==> src/rtl/timer_pkg.sv <==
// Shared types and constants for the microwave timer controller.
package timer_pkg;

  typedef enum logic [2:0] {
    IDLE,
    LOAD,
    RUN,
    PAUSE,
    DONE
  } state_e;

  typedef logic [3:0] bcd_t;

  localparam bcd_t        BCD_MAX = 4'd9;
  localparam int unsigned ENTRY_W = 16;

endpackage

==> src/rtl/timer_ctrl_if.sv <==
// Keypad, door, counter-chain and status signals between the timer controller and its surroundings.
interface timer_ctrl_if;
  import timer_pkg::*;

  logic               key_valid;
  bcd_t               key_digit;
  logic               startn;
  logic               stopn;
  logic               door_closed;
  logic               zero_all;
  logic [ENTRY_W-1:0] load_data;
  logic               loadn;
  logic               en;
  logic               cnt_clearn;
  logic               magnetron_on;
  logic               done;
  logic               beep;

  modport master (
    output key_valid, key_digit, startn, stopn, door_closed, zero_all,
    input  load_data, loadn, en, cnt_clearn, magnetron_on, done, beep
  );

  modport slave (
    input  key_valid, key_digit, startn, stopn, door_closed, zero_all,
    output load_data, loadn, en, cnt_clearn, magnetron_on, done, beep
  );

endinterface

==> src/rtl/timer_ctrl_tick_gen.sv <==
// Prescaler producing a one-cycle tick every TICK_DIV running cycles; holds its count while not running.
module tick_gen #(
  parameter int unsigned TICK_DIV = 50_000_000
) (
  input  logic clock,
  input  logic clearn,
  input  logic i_run,
  input  logic i_clear,
  output logic o_tick_c
);

  localparam int unsigned      CNT_W   = (TICK_DIV > 2) ? $clog2(TICK_DIV) : 1;
  localparam logic [CNT_W-1:0] CNT_MAX = CNT_W'(TICK_DIV - 1);

  logic [CNT_W-1:0] r_cnt;

  assign o_tick_c = i_run && (r_cnt == CNT_MAX);

  always_ff @(posedge clock or negedge clearn) begin
    if (!clearn) begin
      r_cnt <= '0;
    end else if (i_clear) begin
      r_cnt <= '0;
    end else if (i_run) begin
      r_cnt <= o_tick_c ? '0 : r_cnt + CNT_W'(1);
    end
  end

endmodule

==> src/rtl/timer_ctrl.sv <==
// Microwave timer control FSM: keypad entry, counter load, 1 Hz count enables, done handling.
// Optional done-beep is compiled in with `define TIMER_BEEP_EN.
module timer_ctrl
  import timer_pkg::*;
#(
  parameter int unsigned TICK_DIV  = 50_000_000,
  parameter int unsigned BEEP_SECS = 3
) (
  input logic         clock,
  input logic         clearn,
  timer_ctrl_if.slave bus
);

  if (TICK_DIV < 2 || BEEP_SECS < 1) begin : g_bad_params
    $error("timer_ctrl: TICK_DIV must be >= 2 and BEEP_SECS >= 1");
  end

  state_e             r_state, w_state_nxt;
  logic [ENTRY_W-1:0] r_entry, w_entry_nxt;
  logic               r_loadn, r_en, r_cnt_clearn, r_mag, r_done;
  logic               w_loadn_nxt, w_en_nxt, w_cnt_clr, w_mag_nxt, w_done_nxt;
  logic               w_pre_run, w_pre_clear, w_tick;
  logic               w_start, w_stop, w_door_open;

  assign w_start     = ~bus.startn;
  assign w_stop      = ~bus.stopn;
  assign w_door_open = ~bus.door_closed;

  // Next state and next registered output values.
  always_comb begin
    w_state_nxt = r_state;
    w_entry_nxt = r_entry;
    w_cnt_clr   = 1'b0;
    unique case (r_state)
      IDLE: begin
        if (!w_stop && w_start && bus.door_closed && (r_entry != '0)) begin
          w_state_nxt = LOAD;
        end else if (bus.key_valid && (bus.key_digit <= BCD_MAX)) begin
          w_entry_nxt = {r_entry[ENTRY_W-5:0], bus.key_digit};
        end
      end
      LOAD: w_state_nxt = RUN;
      RUN: begin
        if (w_door_open || w_stop) w_state_nxt = PAUSE;
        else if (bus.zero_all)     w_state_nxt = DONE;
      end
      PAUSE: begin
        if (w_stop) begin
          w_state_nxt = IDLE;
          w_entry_nxt = '0;
          w_cnt_clr   = 1'b1;
        end else if (w_start && bus.door_closed) begin
          w_state_nxt = RUN;
        end
      end
      DONE: begin
        if (w_door_open || w_stop || w_start) begin
          w_state_nxt = IDLE;
          w_entry_nxt = '0;
          w_cnt_clr   = 1'b1;
        end
      end
      default: w_state_nxt = IDLE;
    endcase

    // Prescaler freezes on the cycle RUN is left so a paused tick is not lost.
    w_pre_run   = (r_state == RUN) && (w_state_nxt == RUN);
`ifdef TIMER_BEEP_EN
    w_pre_run   = w_pre_run || (r_state == DONE);
`endif
    w_pre_clear = (w_state_nxt == LOAD) || ((r_state != DONE) && (w_state_nxt == DONE));

    w_loadn_nxt = (w_state_nxt != LOAD);
    w_en_nxt    = w_tick && (r_state == RUN);
    w_mag_nxt   = (w_state_nxt == RUN);
    w_done_nxt  = (w_state_nxt == DONE);
  end

  always_ff @(posedge clock or negedge clearn) begin
    if (!clearn) begin
      r_state      <= IDLE;
      r_entry      <= '0;
      r_loadn      <= 1'b1;
      r_en         <= 1'b0;
      r_cnt_clearn <= 1'b0;
      r_mag        <= 1'b0;
      r_done       <= 1'b0;
    end else begin
      r_state      <= w_state_nxt;
      r_entry      <= w_entry_nxt;
      r_loadn      <= w_loadn_nxt;
      r_en         <= w_en_nxt;
      r_cnt_clearn <= ~w_cnt_clr;
      r_mag        <= w_mag_nxt;
      r_done       <= w_done_nxt;
    end
  end

  tick_gen #(.TICK_DIV(TICK_DIV)) u_tick_gen (
    .clock    (clock),
    .clearn   (clearn),
    .i_run    (w_pre_run),
    .i_clear  (w_pre_clear),
    .o_tick_c (w_tick)
  );

`ifdef TIMER_BEEP_EN
  localparam int unsigned      BEEP_W   = $clog2(BEEP_SECS + 1);
  localparam logic [BEEP_W-1:0] BEEP_MAX = BEEP_W'(BEEP_SECS);

  logic [BEEP_W-1:0] r_beep_cnt, w_beep_cnt_nxt;
  logic              r_beep;

  assign w_beep_cnt_nxt = r_beep_cnt + BEEP_W'(w_tick && (r_beep_cnt < BEEP_MAX));

  // Beep counts whole tick periods from DONE entry; the prescaler restarts on entry.
  always_ff @(posedge clock or negedge clearn) begin
    if (!clearn) begin
      r_beep_cnt <= '0;
      r_beep     <= 1'b0;
    end else if (r_state != DONE) begin
      r_beep_cnt <= '0;
      r_beep     <= (w_state_nxt == DONE);
    end else begin
      r_beep_cnt <= w_beep_cnt_nxt;
      r_beep     <= (w_state_nxt == DONE) && (w_beep_cnt_nxt < BEEP_MAX);
    end
  end

  assign bus.beep = r_beep;
`else
  assign bus.beep = 1'b0;
`endif

  assign bus.load_data    = r_entry;
  assign bus.loadn        = r_loadn;
  assign bus.en           = r_en;
  assign bus.cnt_clearn   = r_cnt_clearn;
  assign bus.magnetron_on = r_mag;
  assign bus.done         = r_done;

endmodule

==> src/flat_wrapper.sv <==
// flat-port wrapper written by rule: the top's interface ports become plain ports
module timer_ctrl_flat import timer_pkg::*;
#(
  parameter int unsigned TICK_DIV  = 50_000_000,
  parameter int unsigned BEEP_SECS = 3
)
  (clock, clearn, bus_key_valid, bus_key_digit, bus_startn, bus_stopn, bus_door_closed, bus_zero_all, bus_load_data, bus_loadn, bus_en, bus_cnt_clearn, bus_magnetron_on, bus_done, bus_beep);
  timer_ctrl_if bus_i ();
  input logic clock;
  input logic clearn;
  input wire logic [$bits(bus_i.key_valid)-1:0] bus_key_valid;
  input wire logic [$bits(bus_i.key_digit)-1:0] bus_key_digit;
  input wire logic [$bits(bus_i.startn)-1:0] bus_startn;
  input wire logic [$bits(bus_i.stopn)-1:0] bus_stopn;
  input wire logic [$bits(bus_i.door_closed)-1:0] bus_door_closed;
  input wire logic [$bits(bus_i.zero_all)-1:0] bus_zero_all;
  output wire logic [$bits(bus_i.load_data)-1:0] bus_load_data;
  output wire logic [$bits(bus_i.loadn)-1:0] bus_loadn;
  output wire logic [$bits(bus_i.en)-1:0] bus_en;
  output wire logic [$bits(bus_i.cnt_clearn)-1:0] bus_cnt_clearn;
  output wire logic [$bits(bus_i.magnetron_on)-1:0] bus_magnetron_on;
  output wire logic [$bits(bus_i.done)-1:0] bus_done;
  output wire logic [$bits(bus_i.beep)-1:0] bus_beep;
  assign bus_i.key_valid = bus_key_valid;
  assign bus_i.key_digit = bus_key_digit;
  assign bus_i.startn = bus_startn;
  assign bus_i.stopn = bus_stopn;
  assign bus_i.door_closed = bus_door_closed;
  assign bus_i.zero_all = bus_zero_all;
  assign bus_load_data = bus_i.load_data;
  assign bus_loadn = bus_i.loadn;
  assign bus_en = bus_i.en;
  assign bus_cnt_clearn = bus_i.cnt_clearn;
  assign bus_magnetron_on = bus_i.magnetron_on;
  assign bus_done = bus_i.done;
  assign bus_beep = bus_i.beep;
  timer_ctrl #(.TICK_DIV(TICK_DIV), .BEEP_SECS(BEEP_SECS)) u_core (.clock(clock), .clearn(clearn), .bus(bus_i));
endmodule
==> config.mk <==
export PLATFORM = sky130hd
export DESIGN_NAME = timer_ctrl_flat
export DESIGN_NICKNAME = d
export VERILOG_FILES = /design/src/rtl/timer_pkg.sv /design/src/rtl/timer_ctrl_if.sv /design/src/rtl/timer_ctrl_tick_gen.sv /design/src/rtl/timer_ctrl.sv /design/src/flat_wrapper.sv
export SDC_FILE = /design/constraint.sdc
export NUM_CORES = 1
export LEC_CHECK = 0
export CORE_ASPECT_RATIO = 1.5
export CORE_MARGIN = 1.5
export CORE_UTILIZATION = 50
export CTS_CLUSTER_SIZE = 10
export DETAILED_ROUTE_END_ITERATION = 8
export PLACE_DENSITY_LB_ADDON = 0.25
export REMOVE_ABC_BUFFERS = 1
export SYNTH_ARGS = -nofsm -noshare
export SYNTH_HDL_FRONTEND = slang
export SYNTH_SLANG_ARGS = --single-unit
==> constraint.sdc <==
create_clock -name clock -period 1.8 [get_ports clock]
set_clock_uncertainty 0.1 [all_clocks]
set_input_delay 0.27 -clock clock [delete_from_list [all_inputs] [get_ports clock]]
set_output_delay 0.27 -clock clock [all_outputs]
set_load 0.01 [all_outputs]
# Yosys cells after proc, flatten, opt, wreduce, memory -nomap -nowiden
# Index checks and enable logic that the tools add are counted.
# totals
regBits	50
wordCells	63
# op_classes
n_lt_le_gt_ge	1
mux	18
bitwise	4
n_reduce_logical	17
n_addsub	1
n_eq_ne	14
# ops
operator	n
26-bit two-way mux	3
16-bit two-way mux	4
16-bit one-hot mux with 3 select lines	1
26-bit by 1-bit adder with 26-bit output (second input constant)	1
26-bit == test (second input constant)	1
3-bit two-way mux	6
16-bit nonzero test	1
3-bit one-hot mux with 5 select lines	1
3-bit by 2-bit == test with 1-bit output (second input constant)	3
1-bit logical AND	9
3-bit by 1-bit == test with 1-bit output (second input constant)	2
3-bit == test (second input constant)	2
5-bit AND reduction	1
4-bit less-or-equal comparator (second input constant)	1
2-bit by 1-bit inequality test with 1-bit output (second input constant)	2
2-bit inequality test (second input constant)	2
1-bit inverter	4
3-bit zero test	1
1-bit logical OR	3
3-bit by 1-bit inequality test with 1-bit output (second input constant)	1
3-bit inequality test (second input constant)	1
3-bit nonzero test	1
1-bit two-way mux	2
1-bit one-hot mux with 2 select lines	1
2-bit nonzero test	1

# Logic depth before layout (Yosys ltp)
# depth
depth_word	12
mapped_depth	8
ltp_nobuf	6

# Hierarchy
# A second synthesis with hierarchy kept.
# unflattened
cells_unflattened	272
area_unflattened_um2	2721.4
# modules_own_cells
mod	instances	seq_area_each_um2	cells_per_inst	area_per_inst_um2
tick_gen	1	650.6	157	1492.7
timer_ctrl	1	601.8	115	1228.7

# Worst setup path before layout
# No wires, ideal clock.
# synth_timing
path_type	register to register
startpoint	register u_core.u_tick_gen.r_cnt[10]
endpoint	register u_core.u_tick_gen.r_cnt[11]
slack_ps	-100
stages_incl_launch_ff	8
arrival_time_ps	1661
t_required_ps	1561
n_path_buf	2
setup_time_ps	139
cell_sequence	dfrtp_1 > nor4b_1 > nand4_1 > o31a_1 > clkbuf_8 > buf_2 > a41oi_1 > a31oi_1
# synth_via
elab_chain_cells	5
elab_cells_between_ends	6
# synth_rtl
element	line_no	text
start, declared	timer_ctrl_tick_gen.sv:15	logic [CNT_W-1:0] r_cnt;
start signal, assigned	timer_ctrl_tick_gen.sv:25	r_cnt <= o_tick_c ? '0 : r_cnt + CNT_W'(1);
branches (longest 2 deep; another with 26-bit by 1-bit adder with 26-bit output)	n/a	
26-bit two-way mux (*)	timer_ctrl_tick_gen.sv:25	
26-bit two-way mux (*)	timer_ctrl_tick_gen.sv:24	end else if (i_run) begin
26-bit two-way mux (*)	timer_ctrl_tick_gen.sv:22	end else if (i_clear) begin
# Mark *: on every way between the ends. The select of a mux whose other input is x is not followed.
# A chain may end at the register's enable or synchronous reset.

# Final worst setup path
# layout_timing
startpoint	register u_core.u_tick_gen.r_cnt[18]
endpoint	register u_core.u_tick_gen.r_cnt[8]
# layout_via
elab_chain_cells	5
# layout_rtl
element	line_no	text
26-bit == test	timer_ctrl_tick_gen.sv:17	assign o_tick_c = i_run && (r_cnt == CNT_MAX);
1-bit logical AND	timer_ctrl_tick_gen.sv:17	
26-bit two-way mux	timer_ctrl_tick_gen.sv:25	
26-bit two-way mux	timer_ctrl_tick_gen.sv:24	
26-bit two-way mux	timer_ctrl_tick_gen.sv:22	
# No other way between the ends. The select of a mux whose other input is x is not followed.

==> impl_metrics.json <==
{
  "netlist_area_mm2": 0.00270,
  "initial_core_util_pct": 52.2,
  "cp.buffers_inverters": 2,
  "finalCriticalPeriod_ps": 1900,
  "firstDrtPassIters": 4,
  "core-area_mm2": 0.00516,
  "design_area_mm2": 0.00398,
  "dp_hpwl_um": 5240,
  "yosysTopAreaCell": "dfrtp_1",
  "power_per_cell_area_mw_per_mm2": 1160,
  "synthSimpleGateAreaFrac_pct": 22.8,
  "arrival_ps": 1980,
  "fin_total_pwr_mw": 4.62,
  "regToRegStartpoint": "u_core.u_tick_gen.r_cnt[18]$_DFFE_PN0P_",
  "clock_path_buffers": 2,
  "antenna_found_initial": 0,
  "root_buffer": "clkbuf_8",
  "cpMostUsedCell": "a31oi_1",
  "clk_pin_slew_ps": 90,
  "worstSetupPathType": "reg2reg",
  "setup_viol": 26,
  "path_delay_family": "compound AO/OA/AOI/OAI gates",
  "max_stage_delay_ps": 420,
  "netlist-cell-type-count": 41,
  "post_layout_nonfiller_instances": 481,
  "insertion_delay_ps": 300,
  "seq_area_frac_synth_pct": 46.5,
  "n_antenna_cell": 0,
  "clkSinkCount": 50,
  "ys.flop_type": "dfrtp_1",
  "crit_start": "u_core.u_tick_gen.r_cnt[18]$_DFFE_PN0P_",
  "rr_worst_depth": 7,
  "synthAdderAreaFrac_pct": 0.464,
  "fin_ws_ps": -99.8,
  "peakVddDrop_uv": 777,
  "synth-edff-count": 0,
  "dr.first_iter.drc_count": 150,
  "cts_made_buffers": 5,
  "postSynthCellCount": 303,
  "reg2reg_to": "u_core.u_tick_gen.r_cnt[8]$_DFFE_PN0P_",
  "dpl_cell_area_mm2": 0.00366,
  "htree_num_levels": 2,
  "first_global_vias": 2654,
  "final_layout_size_suffix_gt1_share_pct": 30.5,
  "port_buffers": 31,
  "cts_tree": "built",
  "grt_pass1_wl_um": 12200,
  "violations": "setup timing",
  "synth_xor_area_share_pct": 0,
  "ys_ff_latch": 50,
  "rsz0062_at_grt": "yes",
  "crit_slowest_cell": "dfrtp_1",
  "min_period_over_period_pct": 106,
  "dp_cells": 471,
  "wirelength_um": 7390,
  "drc_errors": 0,
  "syn_area_per_cell_um2": 8.90,
  "path_max_fanout": 15,
  "synth_compound_area_share_pct": 17.0,
  "async_flop_share_pct": 100,
  "wire_per_inst_um": 15.4,
  "leakage_nw": 1.78,
  "slew-limit-headroom_pct": 52.5,
  "ys_top_cells_by_area": "dfrtp_1 (45%), nand2_1 (6.5%), mux2i_1 (6.3%), a31oi_1 (6.0%), a21oi_1 (3.3%)",
  "end_kind": "register",
  "crit_path_cell_trace": "nor4_4 -> buf_4 -> nand4_1 -> o31a_1 -> buf_6 -> a31oi_1 -> a31oi_1",
  "die_w_um": 63.0,
  "antenna_left": 0,
  "tightest_slew_ps": 713,
  "cp_data_required_time_ps": 1880,
  "die_area_mm2": 0.00585,
  "vias_per_cell": 5.69,
  "vias": 2737,
  "hold_viol_final": 0,
  "cp-endpoint": "u_core.u_tick_gen.r_cnt[8]$_DFFE_PN0P_",
  "cap_violations": 0,
  "start_kind": "register",
  "grt_usage_pct": 26.2,
  "synth_warnings": 0,
  "place_congestion": 0.839,
  "rows": 32,
  "pin_count": 33,
  "drv_slew": 0,
  "synth_top_family_by_area": "simple AND/OR/NAND/NOR gates",
  "status": "finished with violations",
  "final_nets": 424,
  "final_util_pct": 77.0,
  "max_freq_mhz": 526,
  "synthMuxAreaShare_pct": 6.31,
  "hold_class": "in2async",
  "synth.top_cell.area_share_pct": 45.5,
  "grt_max_degree": 51,
  "r2r_slack_ps": -100,
  "die_h_um": 92.9,
  "cp.depth": 7,
  "area_delta_synth_final_pct": 47.5,
  "overflow": 0
}
-- how the worst min path moves through the flow --
stage	start	end	slack, ps
4_1_cts	clearn	u_core.bus.load_data[6]$_DFFE_PN0P_	390
3_5_place_dp	clearn	u_core.bus.load_data[6]$_DFFE_PN0P_	190
2_1_floorplan	clearn	u_core.bus.cnt_clearn$_DFF_PN0_	-130
3_3_place_gp	clearn	u_core.bus.load_data[1]$_DFFE_PN0P_	180
5_1_grt	clearn	u_core.bus.load_data[6]$_DFFE_PN0P_	410
6_report	clearn	u_core.bus.load_data[6]$_DFFE_PN0P_	370
-- worst min-delay path, delay by kind of cell --
kind | cells | cell delay (ps)
buf+inv | 3 | 880
-- layer usage --
layer / wire length (um) / track usage, %
met5: 0 / 0
met1: 2940 / 30.7
met4: 102 / 7.41
met2: 4080 / 49.0
met3: 272 / 3.52
-- cell usage in the layout, fill, tap and decap left out, drive strengths merged, types with 2 or more instances in the layout --
| master | Yosys | layout |
|---|---|---|
| buf | 9 | 87 |
| dfrtp | 49 | 49 |
| nand2 | 47 | 47 |
| clkdlybuf4s50 | 0 | 30 |
| a31oi | 26 | 26 |
| inv | 23 | 23 |
| a21oi | 18 | 18 |
| mux2i | 17 | 17 |
| nand3 | 17 | 17 |
| o21ai | 16 | 16 |
| nor2 | 12 | 12 |
| nor4 | 9 | 9 |
| nand4 | 6 | 6 |
| clkbuf | 7 | 6 |
| nor3 | 5 | 5 |
| nand2b | 4 | 4 |
| or4 | 4 | 4 |
| nor2b | 3 | 3 |
| and3 | 3 | 3 |
| a41oi | 3 | 3 |
| o211ai | 3 | 3 |
| and4 | 3 | 3 |
| o31ai | 2 | 2 |
| nand3b | 2 | 2 |
| or3 | 2 | 2 |
| a32o | 2 | 2 |
| o31a | 2 | 2 |
-- cell families (layout without fill, tap and decap cells) --
group | Yosys count | count (layout)
other cells | 1 | 1
simple gates | 120 | 120
mux | 17 | 17
buf+inv | 39 | 149
flops | 50 | 50
fa+ha+maj | 1 | 1
compound gates | 75 | 75
-- synthesized netlist by cell type, types with 3 or more instances --
master    instances
o21ai_0          14
nand3_1          14
clkbuf_1          3
a41oi_1           3
nand4_1           6
inv_1            23
buf_2             7
nand3_2           3
and3_1            3
nand2b_1          4
nand2_1          47
nor4_1            9
nor2_1           12
nor3_1            5
or4_1             4
mux2i_1          17
dfrtp_1          49
nor2b_1           3
o211ai_1          3
a31oi_1          26
a21oi_1          18
-- sequential cells by signal, indices dropped and copies added (netlist names) --
| name | flops |
|---|---|
| u_core.r_state | 3 |
| u_core.u_tick_gen.r_cnt | 26 |
| u_core.bus.cnt_clearn | 1 |
| u_core.bus.load_data | 16 |
| u_core.bus.done | 1 |
| u_core.bus.en | 1 |
| u_core.bus.magnetron_on | 1 |
| u_core.bus.loadn | 1 |
-- metrics by stage --
step,setup WS (ps),hold WS (ps),setup TNS [ps]
4_1_cts,-72.9,389,-386
3_5_place_dp,-366,186,-11950
3_3_place_gp,-322,182,-9850
5_1_grt,-235,409,-4980
6_report,-99.8,369,-1300
2_1_floorplan,-571,-126,-12260
-- report_power, final --
part	internal [mW]	switching (mW)	total (mW)
logic	1.17	1.05	2.22
clock network	0.415	0.377	0.792
registers	1.40	0.203	1.60
-- repair_timing --
item                                    in CTS  in global routing
gates cloned                                 0                  0
pin swaps                                    4                  4
setup buffers                                0                  1
gates resized for setup                     22                 26
endpoints found under the setup margin      43                 43
hold buffers                                 1                  0
hold endpoints to repair                    49                  0
-- cell type report --
| type | instances | area, um2 |
|---|---|---|
| clock inverter | 2 | 37.5 |
| timing repair buffer | 118 | 1030 |
| clock buffer | 6 | 72.6 |
| tap | 68 | 85.1 |
| sequential | 50 | 1250 |
| inverter | 23 | 86.3 |
| multi-input combinational | 214 | 1410 |
| fill | 329 | 1190 |
No activity file was read; power rests on OpenSTA's default activity.
